`config.mk`:
```
export PLATFORM = sky130hd
export DESIGN_NAME = seg7_scan_driver
export DESIGN_NICKNAME = d
export VERILOG_FILES = /design/src/rtl/seg7_pkg.sv /design/src/rtl/seg7_hex_decode.sv /design/src/rtl/seg7_scan_driver.sv
export SDC_FILE = /design/constraint.sdc
export NUM_CORES = 1
export LEC_CHECK = 0
export CORE_MARGIN = 2
export CORE_UTILIZATION = 56
export CTS_BUF_LIST = sky130_fd_sc_hd__clkbuf_16
export DETAILED_ROUTE_END_ITERATION = 10
export GPL_TIMING_DRIVEN = 1
export PLACE_DENSITY = 0.8
export SYNTH_ARGS = -nofsm -noshare
export SYNTH_HDL_FRONTEND = slang
export SYNTH_HIERARCHICAL = 1
export SYNTH_SLANG_ARGS = --single-unit
```
`constraint.sdc`:
```
create_clock -name clk -period 5.1 [get_ports clk]
set_input_delay 0.51 -clock clk [delete_from_list [all_inputs] [get_ports clk]]
set_output_delay 0.51 -clock clk [all_outputs]
set_load 0.005 [all_outputs]
```
`src/rtl/seg7_pkg.sv`:
```
// Shared constants for the 7-segment scan driver: segment bit positions and hex glyph table.
package seg7_pkg;

  localparam int unsigned SEG_W  = 8;
  localparam int unsigned SEG_A  = 7;
  localparam int unsigned SEG_G  = 1;
  localparam int unsigned SEG_DP = 0;

  // Glyphs as {a,b,c,d,e,f,g}, entry 15 first.
  localparam logic [15:0][6:0] HEX_SEG = {
    7'h47, 7'h4F, 7'h3D, 7'h4E, 7'h1F, 7'h77, 7'h7B, 7'h7F,
    7'h70, 7'h5F, 7'h5B, 7'h33, 7'h79, 7'h6D, 7'h30, 7'h7E
  };

endpackage

```
`src/rtl/seg7_hex_decode.sv`:
```
// Combinational hex nibble to {a..g} segment pattern lookup.
module seg7_hex_decode
  import seg7_pkg::*;
(
  input  logic [3:0] hex,
  output logic [6:0] seg_c
);

  always_comb begin
    seg_c = HEX_SEG[hex];
  end

endmodule

```
`src/rtl/seg7_scan_driver.sv`:
```
// Multiplexed 7-segment scanner with shadow/display double buffering and guard blanking.
module seg7_scan_driver
  import seg7_pkg::*;
#(
  parameter int unsigned NUM_DIGITS = 8,
  parameter int unsigned TICK_DIV   = 100000,
  parameter int unsigned GUARD      = 2,
  parameter bit          ACTIVE_LOW = 1'b0
) (
  input  logic                    clk,
  input  logic                    rst_n,
  input  logic                    load,
  input  logic [4*NUM_DIGITS-1:0] digits_in,
  input  logic [NUM_DIGITS-1:0]   dp_in,
  input  logic [NUM_DIGITS-1:0]   blank_in,
  output logic [SEG_W-1:0]        seg,
  output logic [NUM_DIGITS-1:0]   enable,
  output logic                    load_ack,
  output logic                    pending
);

  localparam int unsigned DIG_W = 4 * NUM_DIGITS;
  localparam int unsigned PS_W  = (TICK_DIV > 1) ? $clog2(TICK_DIV) : 1;
  localparam int unsigned IDX_W = (NUM_DIGITS > 1) ? $clog2(NUM_DIGITS) : 1;

  localparam logic [PS_W-1:0]       PS_LAST  = PS_W'(TICK_DIV - 1);
  localparam logic [PS_W-1:0]       GUARD_V  = PS_W'(GUARD);
  localparam logic [IDX_W-1:0]      IDX_LAST = IDX_W'(NUM_DIGITS - 1);
  localparam logic [NUM_DIGITS-1:0] POL_EN   = {NUM_DIGITS{ACTIVE_LOW}};
  localparam logic [SEG_W-1:0]      POL_SEG  = {SEG_W{ACTIVE_LOW}};
  localparam logic [NUM_DIGITS-1:0] ENA_RST  =
    ((GUARD == 0) ? NUM_DIGITS'(1) : '0) ^ POL_EN;

  logic [PS_W-1:0]       ps_q, ps_d;
  logic [IDX_W-1:0]      idx_q, idx_d;
  logic                  pending_q, pending_d;
  logic                  load_ack_q, load_ack_d;
  logic [DIG_W-1:0]      sh_dig_q, sh_dig_d, disp_dig_q, disp_dig_d;
  logic [NUM_DIGITS-1:0] sh_dp_q, sh_dp_d, disp_dp_q, disp_dp_d;
  logic [NUM_DIGITS-1:0] sh_blank_q, sh_blank_d, disp_blank_q, disp_blank_d;
  logic [SEG_W-1:0]      seg_q, seg_d;
  logic [NUM_DIGITS-1:0] enable_q, enable_d;
  logic                  tc, commit;
  logic [3:0]            nibble;
  logic [6:0]            glyph_c;

  // Scan timing, shadow capture and end-of-frame commit.
  always_comb begin
    tc           = (ps_q == PS_LAST);
    commit       = tc && (idx_q == IDX_LAST) && pending_q;
    ps_d         = tc ? '0 : ps_q + PS_W'(1);
    idx_d        = idx_q;
    sh_dig_d     = sh_dig_q;
    sh_dp_d      = sh_dp_q;
    sh_blank_d   = sh_blank_q;
    disp_dig_d   = disp_dig_q;
    disp_dp_d    = disp_dp_q;
    disp_blank_d = disp_blank_q;
    if (tc) begin
      idx_d = (idx_q == IDX_LAST) ? '0 : idx_q + IDX_W'(1);
    end
    if (commit) begin
      disp_dig_d   = sh_dig_q;
      disp_dp_d    = sh_dp_q;
      disp_blank_d = sh_blank_q;
    end
    if (load) begin
      sh_dig_d   = digits_in;
      sh_dp_d    = dp_in;
      sh_blank_d = blank_in;
    end
    pending_d  = load | (pending_q & ~commit);
    load_ack_d = commit;
  end

  // Outputs are computed from next state so the registered pins line up with ps_q/idx_q.
  always_comb begin
    nibble = disp_dig_d[{idx_d, 2'b00} +: 4];
    seg_d  = '0;
    if (!disp_blank_d[idx_d]) begin
      seg_d[SEG_A:SEG_G] = glyph_c;
      seg_d[SEG_DP]      = disp_dp_d[idx_d];
    end
    seg_d    = seg_d ^ POL_SEG;
    enable_d = (ps_d < GUARD_V) ? '0 : (NUM_DIGITS'(1) << idx_d);
    enable_d = enable_d ^ POL_EN;
  end

  seg7_hex_decode u_decode (
    .hex   (nibble),
    .seg_c (glyph_c)
  );

  always_ff @(posedge clk or negedge rst_n) begin
    if (!rst_n) begin
      ps_q         <= '0;
      idx_q        <= '0;
      pending_q    <= 1'b0;
      load_ack_q   <= 1'b0;
      sh_dig_q     <= '0;
      sh_dp_q      <= '0;
      sh_blank_q   <= '1;
      disp_dig_q   <= '0;
      disp_dp_q    <= '0;
      disp_blank_q <= '1;
      seg_q        <= POL_SEG;
      enable_q     <= ENA_RST;
    end else begin
      ps_q         <= ps_d;
      idx_q        <= idx_d;
      pending_q    <= pending_d;
      load_ack_q   <= load_ack_d;
      sh_dig_q     <= sh_dig_d;
      sh_dp_q      <= sh_dp_d;
      sh_blank_q   <= sh_blank_d;
      disp_dig_q   <= disp_dig_d;
      disp_dp_q    <= disp_dp_d;
      disp_blank_q <= disp_blank_d;
      seg_q        <= seg_d;
      enable_q     <= enable_d;
    end
  end

  assign seg      = seg_q;
  assign enable   = enable_q;
  assign load_ack = load_ack_q;
  assign pending  = pending_q;

endmodule

```
==> results.cfg, run 1 <==
[run_status]
result_of_the_run = finished clean

[cts]
cts_made_buffers = 17
clkLatencyLatePin_ps = 420
cts-root-buf = clkbuf_16
post_cts_resize_count = 0
clock_tree.buffer_depth = 2
cts_tree = built
number_of_sinks_handled_by_clock_tree_synthesis = 134
cts_post_setup_buffers_inserted = 0
clk_pin_slew_ps = 60
postCtsHoldBufs = 0
h-tree-depth = 4

[floorplanning]
num_rows = 38
ioPinCount = 69
die-height_um = 108.5
core_region_area_sq_um = 10750
fp.dieW_um = 108.5
die-area_sq_um = 11780
starting_density_of_the_core_pct = 56.93

[sta]
final_hold_viol_count = 0
final_max_slew_viol_count = 0
slew_headroom_pct = 26.50
setup_violations = 0
setup_tns_final_ps = 0
timing.clock.skew_ps = 8.606
fin_crit_sh_pct = 89.48
worstMarginPinSlew_ps = 1103
timing.final.ws_setup_ps = 536.7
maxClockFrequency_mhz = 219.1
finalCriticalPeriod_ps = 4563
grt_setup_unrepaired = false

[placed_design]
numPlacedInstances = 682
globalplace.congestion = 0.8724
dpl_cell_area_sq_um = 6898
dp_hpwl_um = 8426
port-buffer-count = 68
detailedPlace.worstSlack_ps = 346.4

[worst_setup_path]
path_class = reg -> reg
critical_path.endpoint_type = flip-flop
critPathRequiredTime_ps = 5380
slowest_delay_ps = 630
worstPathArrival_ps = 4840
crit_path_start_kind = flip-flop
crit_chain = ha_1, and4_1, nand4_1, mux2i_4, inv_1, and2_0, o311ai_1, inv_1, ha_1, mux4_1, a21boi_0
timing.critical_path.slowest_stage_cell = mux2i_4
worst-path-max-fanout = 14

[hold_path]
holdCritPathClass = in -> async

[layout]
area_growth_syn_to_layout_pct = 22.42
filler_cell_count = 785
drive_gt1_share_pct = 27.00
postLayoutCoreUtil_pct = 69.69
layout.nets = 622
finalInstanceArea_sq_um = 7488
num_antenna_cells = 0
final_cells = 714

[power_and_ir_drop]
p_leak_nw = 3.262
maximum_vdd_drop_v = 0.0002624
power-per-cell-area_nw_per_um2 = 326.5

[drt]
detailroute.wirelength.met3_um = 724
wl_met2_um = 6166
final_antenna_net_count = 0
drt-vias-per-instance = 5.763
drt-wirelength-per-cell_um = 17.39
finalWirelength_um = 12420
drc_errors = 0
detailedRoute.firstPassIterationCount = 4
detailedRoute.firstIterationViolations = 213
route.layer.met1.wl_um = 5168
top_layer = met4
via_count = 4115

[grt]
grt.overflow.total = 0
grt_pass1_wl_um = 20610
vias_in_the_first_global_route = 4127
grt_start_max_net_pins = 76
antenna_found_initial = 0
globalRouteTotalUtil_pct = 23.37

[synth]
synth-edff-count = 0
synthCells = 490
synth_fp_nets = 551
post_synth_num_cell_types = 65
synth_top_flop_cell = dfrtp_1
synth_sequential_area_ratio_pct = 55.14
postSynthRegisterBits = 134
synth.yosys.warnings = 6
netlist_area_sq_um = 6117
post_synth.cell_area_avg_sq_um = 12.48
async_flop_share_pct = 100.0

[job]
cap_violations = 0
[registers in the layout, indices dropped and copies added (netlist names)]
register and cells:
enable 8, sh_dig_q 32, seg 8, load_ack 1, disp_blank_q 8, idx_q 3, ps_q 17, sh_blank_q 8
sh_dp_q 8, disp_dig_q 32, pending 1, disp_dp_q 8
[layout by cell type, fill, tap and decap left out, drive strengths merged, types with 10 or more instances in the layout]
cell type	synthesis	routed
mux2i	17	17
nand2	62	62
clkdlybuf4s50	0	66
mux2	87	87
nor2	19	19
o21ai	10	10
dfstp	16	16
inv	12	14
clkbuf	7	17
nand3	10	10
dfrtp	118	118
ha	10	10
[worst paths after layout]
kind / depth (start not counted) / endpoint / slack (ps) / from
setup / recovery: 11 / seg[4]$_DFF_PN0_ / 540 / ps_q[0]$_DFF_PN0_
hold / removal: 1 / sh_dp_q[7]$_DFFE_PN0P_ / 160 / rst_n
setup reg to reg: 11 / seg[4]$_DFF_PN0_ / 540 / ps_q[0]$_DFF_PN0_
hold reg to reg: 2 / disp_dp_q[4]$_DFF_PN0_ / 470 / disp_dp_q[4]$_DFF_PN0_
max in group asynchronous: 2 / seg[1]$_DFF_PN0_ / 3540 / rst_n
min in group clk: 2 / disp_dp_q[4]$_DFF_PN0_ / 470 / disp_dp_q[4]$_DFF_PN0_
[power breakdown]
group	internal [mW]	leakage (nW)	total [mW]	switching, mW
registers	1.11	1.67	1.13	0.0215
clock network	0.760	0.290	1.21	0.447
logic	0.0669	1.30	0.108	0.0413
[per-layer routing]
| layer | up-vias | GRT usage (%) |
|---|---|---|
| met5 | - | 0 |
| met2 | 125 | 36.56 |
| met3 | 27 | 6.329 |
| li1 | 1892 | - |
| met4 | 0 | 12.45 |
| met1 | 2071 | 29.74 |
[Yosys cell counts, types with 8 or more instances]
cell type  number  share of area (%)
nand3_1         9               0.74
mux2i_1        16                2.6
dfstp_2        16                6.9
ha_1           10                2.0
mux2_2         85                 16
inv_1          11               0.67
buf_2           9               0.74
nand2_1        62                3.8
dfrtp_1       118                 48
nor3_1          8               0.65
nor2_1         19                1.2
xnor2_1         8                1.1
[cells by family (layout without fill, tap and decap cells)]
| kind of cell | Yosys count | in the layout | synth area share (%) |
|---|---|---|---|
| flip-flops | 134 | 134 | 55.14 |
| XOR/XNOR | 13 | 13 | 1.861 |
| multiplexers | 105 | 105 | 19.55 |
| buffers and inverters | 35 | 119 | 2.700 |
| adder cells (fa/ha/maj) | 10 | 10 | 2.045 |
| AO/OA/AOI/OAI | 60 | 60 | 7.957 |
| AND/OR/NAND/NOR | 133 | 133 | 10.74 |
[per-stage QoR]
stage                     hold WS [ps]  power, mW
final                            160.5      2.445
after floorplan                  214.4      1.184
after detailed placement         456.7      1.257
after global routing             219.1      2.533
after global placement           444.0      1.252
after CTS                        181.0      2.469
[cell type report]
type                    count  area [sq um]  area share (%)
multi-input cells         321          2579           34.44
flip-flops and latches    134          3373           45.05
well taps                 140         175.2           2.339
inverters                  12         45.04          0.6015
clock inverters            15         165.2           2.206
repair buffers             75         725.7           9.691
clock buffers              17         425.4           5.681
[worst max-delay path, delay by kind of cell (launching register included)]
family	cells	cell delay (ps)
AO/OA/AOI/OAI	2	690
buffers and inverters	2	510
AND/OR/NAND/NOR	3	970
flip-flops	1	450
multiplexers	2	1110
adder cells (fa/ha/maj)	2	680
Power figures use the tool's default switching activity.
==> run 2, diff against run 1 <==
CORE_UTILIZATION = 48   (was 56)
PLACE_DENSITY = 0.7   (was 0.8)
SKIP_CTS_REPAIR_TIMING = 1   (was unset)
SLEW_MARGIN = 20   (was unset)
==> run 2 against run 1 <==
Effect of this change: largest cell class unchanged; setup slack better by 240 ps; sequential share of layout area is 0.42 points lower; critical endpoint unchanged; cell count is 4.5% higher; clock-buffer cell count stayed put; sequential power hardly changed; critical path depth is 1 higher; via count is 3.1% lower.
==> results.cfg, run 2 (synthesized netlist as in run 1, its figures left out) <==
[run_status]
result_of_the_run = finished clean

[worst_setup_path]
path_class = reg -> reg
critPathTopFamily = multiplexers
slowest_delay_ps = 620
reg2reg_slack_ps = 770
crit_chain = ha_1, and4_1, nand4_1, mux2i_4, inv_1, and2_0, o311ai_0, buf_4, inv_1, ha_1, mux4_1, a21boi_0
worstPathArrival_ps = 4600
capturing_point_of_the_worst_reg2reg_path = seg[4]$_DFF_PN0_
buffers_and_inverters_on_the_worst_path = 3
critPathRequiredTime_ps = 5370
worst_setup_path_endpoint = seg[4]$_DFF_PN0_
critical_path.endpoint_type = flip-flop
setup.worst_path.start = ps_q[0]$_DFF_PN0_
rr_startpoint = ps_q[0]$_DFF_PN0_
worstSetupPathDepth = 12
crit_path_start_kind = flip-flop
worst_r2r_path_depth = 12
worst-path-max-fanout = 14
timing.critical_path.slowest_stage_cell = mux2i_4

[grt]
grt_start_max_net_pins = 90
globalRouteTotalUtil_pct = 19.99
grt.overflow.total = 0
vias_in_the_first_global_route = 4126
antenna_found_initial = 0
grt_pass1_wl_um = 20690

[sta]
setup_violations = 0
grt_setup_unrepaired = false
worstMarginPinSlew_ps = 949.2
maxClockFrequency_mhz = 231.1
setup_tns_final_ps = 0
slew_headroom_pct = 36.72
fin_crit_sh_pct = 84.86
final_hold_viol_count = 0
final_max_slew_viol_count = 0
timing.clock.skew_ps = 8.782
timing.final.ws_setup_ps = 772.1
finalCriticalPeriod_ps = 4328

[cts]
clkLatencyLatePin_ps = 420
cts-root-buf = clkbuf_16
clk_pin_slew_ps = 60
number_of_sinks_handled_by_clock_tree_synthesis = 134
cts_tree = built
clock_tree.buffer_depth = 2
cts_made_buffers = 17
h-tree-depth = 4

[drt]
final_antenna_net_count = 0
drt-vias-per-instance = 5.343
detailedRoute.firstPassIterationCount = 4
finalWirelength_um = 12350
via_count = 3986
detailedRoute.firstIterationViolations = 179
drc_errors = 0
drt-wirelength-per-cell_um = 16.56

[layout]
postLayoutCoreUtil_pct = 60.40
layout.nets = 623
most_common_library_cell_in_the_layout_ignoring_fill_and_taps = dfrtp_1
area_growth_syn_to_layout_pct = 23.58
filler_cell_count = 1042
biggestRegsByFlops = disp_dig_q: 32 flops, sh_dig_q: 32 flops, ps_q: 17 flops
most-common-layout-cells = 118 x dfrtp_1, 85 x mux2_2, 66 x clkdlybuf4s50_1, 62 x nand2_1, 19 x nor2_1
drive_gt1_share_pct = 27.18
num_antenna_cells = 0

[floorplanning]
core_region_area_sq_um = 12520
fp.dieW_um = 116.9
ioPinCount = 69
die-area_sq_um = 13660
num_rows = 41
starting_density_of_the_core_pct = 48.87
die-height_um = 116.9

[placed_design]
dp_hpwl_um = 8446
port-buffer-count = 68
globalplace.congestion = 0.8780
detailedPlace.worstSlack_ps = 805.6

[power_and_ir_drop]
p_leak_nw = 3.275
maximum_vdd_drop_v = 0.0001817
power-per-cell-area_nw_per_um2 = 329.5

[hold_path]
holdCritPathClass = in -> async

[job]
cap_violations = 0
-- run 2: cell types whose count changed in the layout (fill, tap and decap cells not counted) --
cell / change
buf_2: -1
buf_4: +1
buf_6: +1
bufinv_16: +1
clkinv_4: -3
inv_1: -1
inv_6: +2
o311ai_0: +1
o311ai_1: -1
-- run 2: final cells by class --
cell class | instances | area, sq um | share of cell area (%)
inverter | 12 | 45.04 | 0.5958
multi-input combinational | 321 | 2579 | 34.11
clock buffer | 17 | 425.4 | 5.627
tap | 172 | 215.2 | 2.847
timing repair buffer | 76 | 739.5 | 9.782
sequential | 134 | 3373 | 44.62
clock inverter | 14 | 182.7 | 2.416
-- run 2: worst min path at each step --
stage	to	slack (ps)	start	cells after the start
after floorplan	disp_dig_q[0]$_DFF_PN0_	210	rst_n	0
after global placement	disp_dig_q[9]$_DFF_PN0_	440	disp_dig_q[9]$_DFF_PN0_	2
after detailed placement	disp_dig_q[27]$_DFF_PN0_	460	disp_dig_q[27]$_DFF_PN0_	2
after CTS	sh_dp_q[0]$_DFFE_PN0P_	340	rst_n	1
after global routing	load_ack$_DFF_PN0_	230	rst_n	1
final	sh_dig_q[26]$_DFFE_PN0P_	160	rst_n	1
-- run 2: layer usage --
| metal | global-route usage, % | wire length [um] | up-vias |
|---|---|---|---|
| met5 | 0 | 0 | - |
| met4 | 8.157 | 254 | 0 |
| met3 | 4.531 | 474 | 24 |
| li1 | - | - | 1897 |
| met1 | 27.20 | 5748 | 1985 |
| met2 | 31.29 | 5876 | 80 |
-- run 2: power breakdown --
group	switching [mW]	internal, mW	total (mW)
combinational	0.0412	0.0670	0.108
sequential	0.0222	1.11	1.13
clock	0.443	0.810	1.25
-- run 2: through the flow --
stage	power, mW	area, sq um	instances	hold slack (ps)
global placement	1.255	6945	715	443.8
CTS	2.518	7553	746	341.5
global route	2.583	7560	746	229.5
finish	2.491	7560	746	156.3
detailed placement	1.258	6945	715	457.3
floorplan	1.184	6117	490	214.4
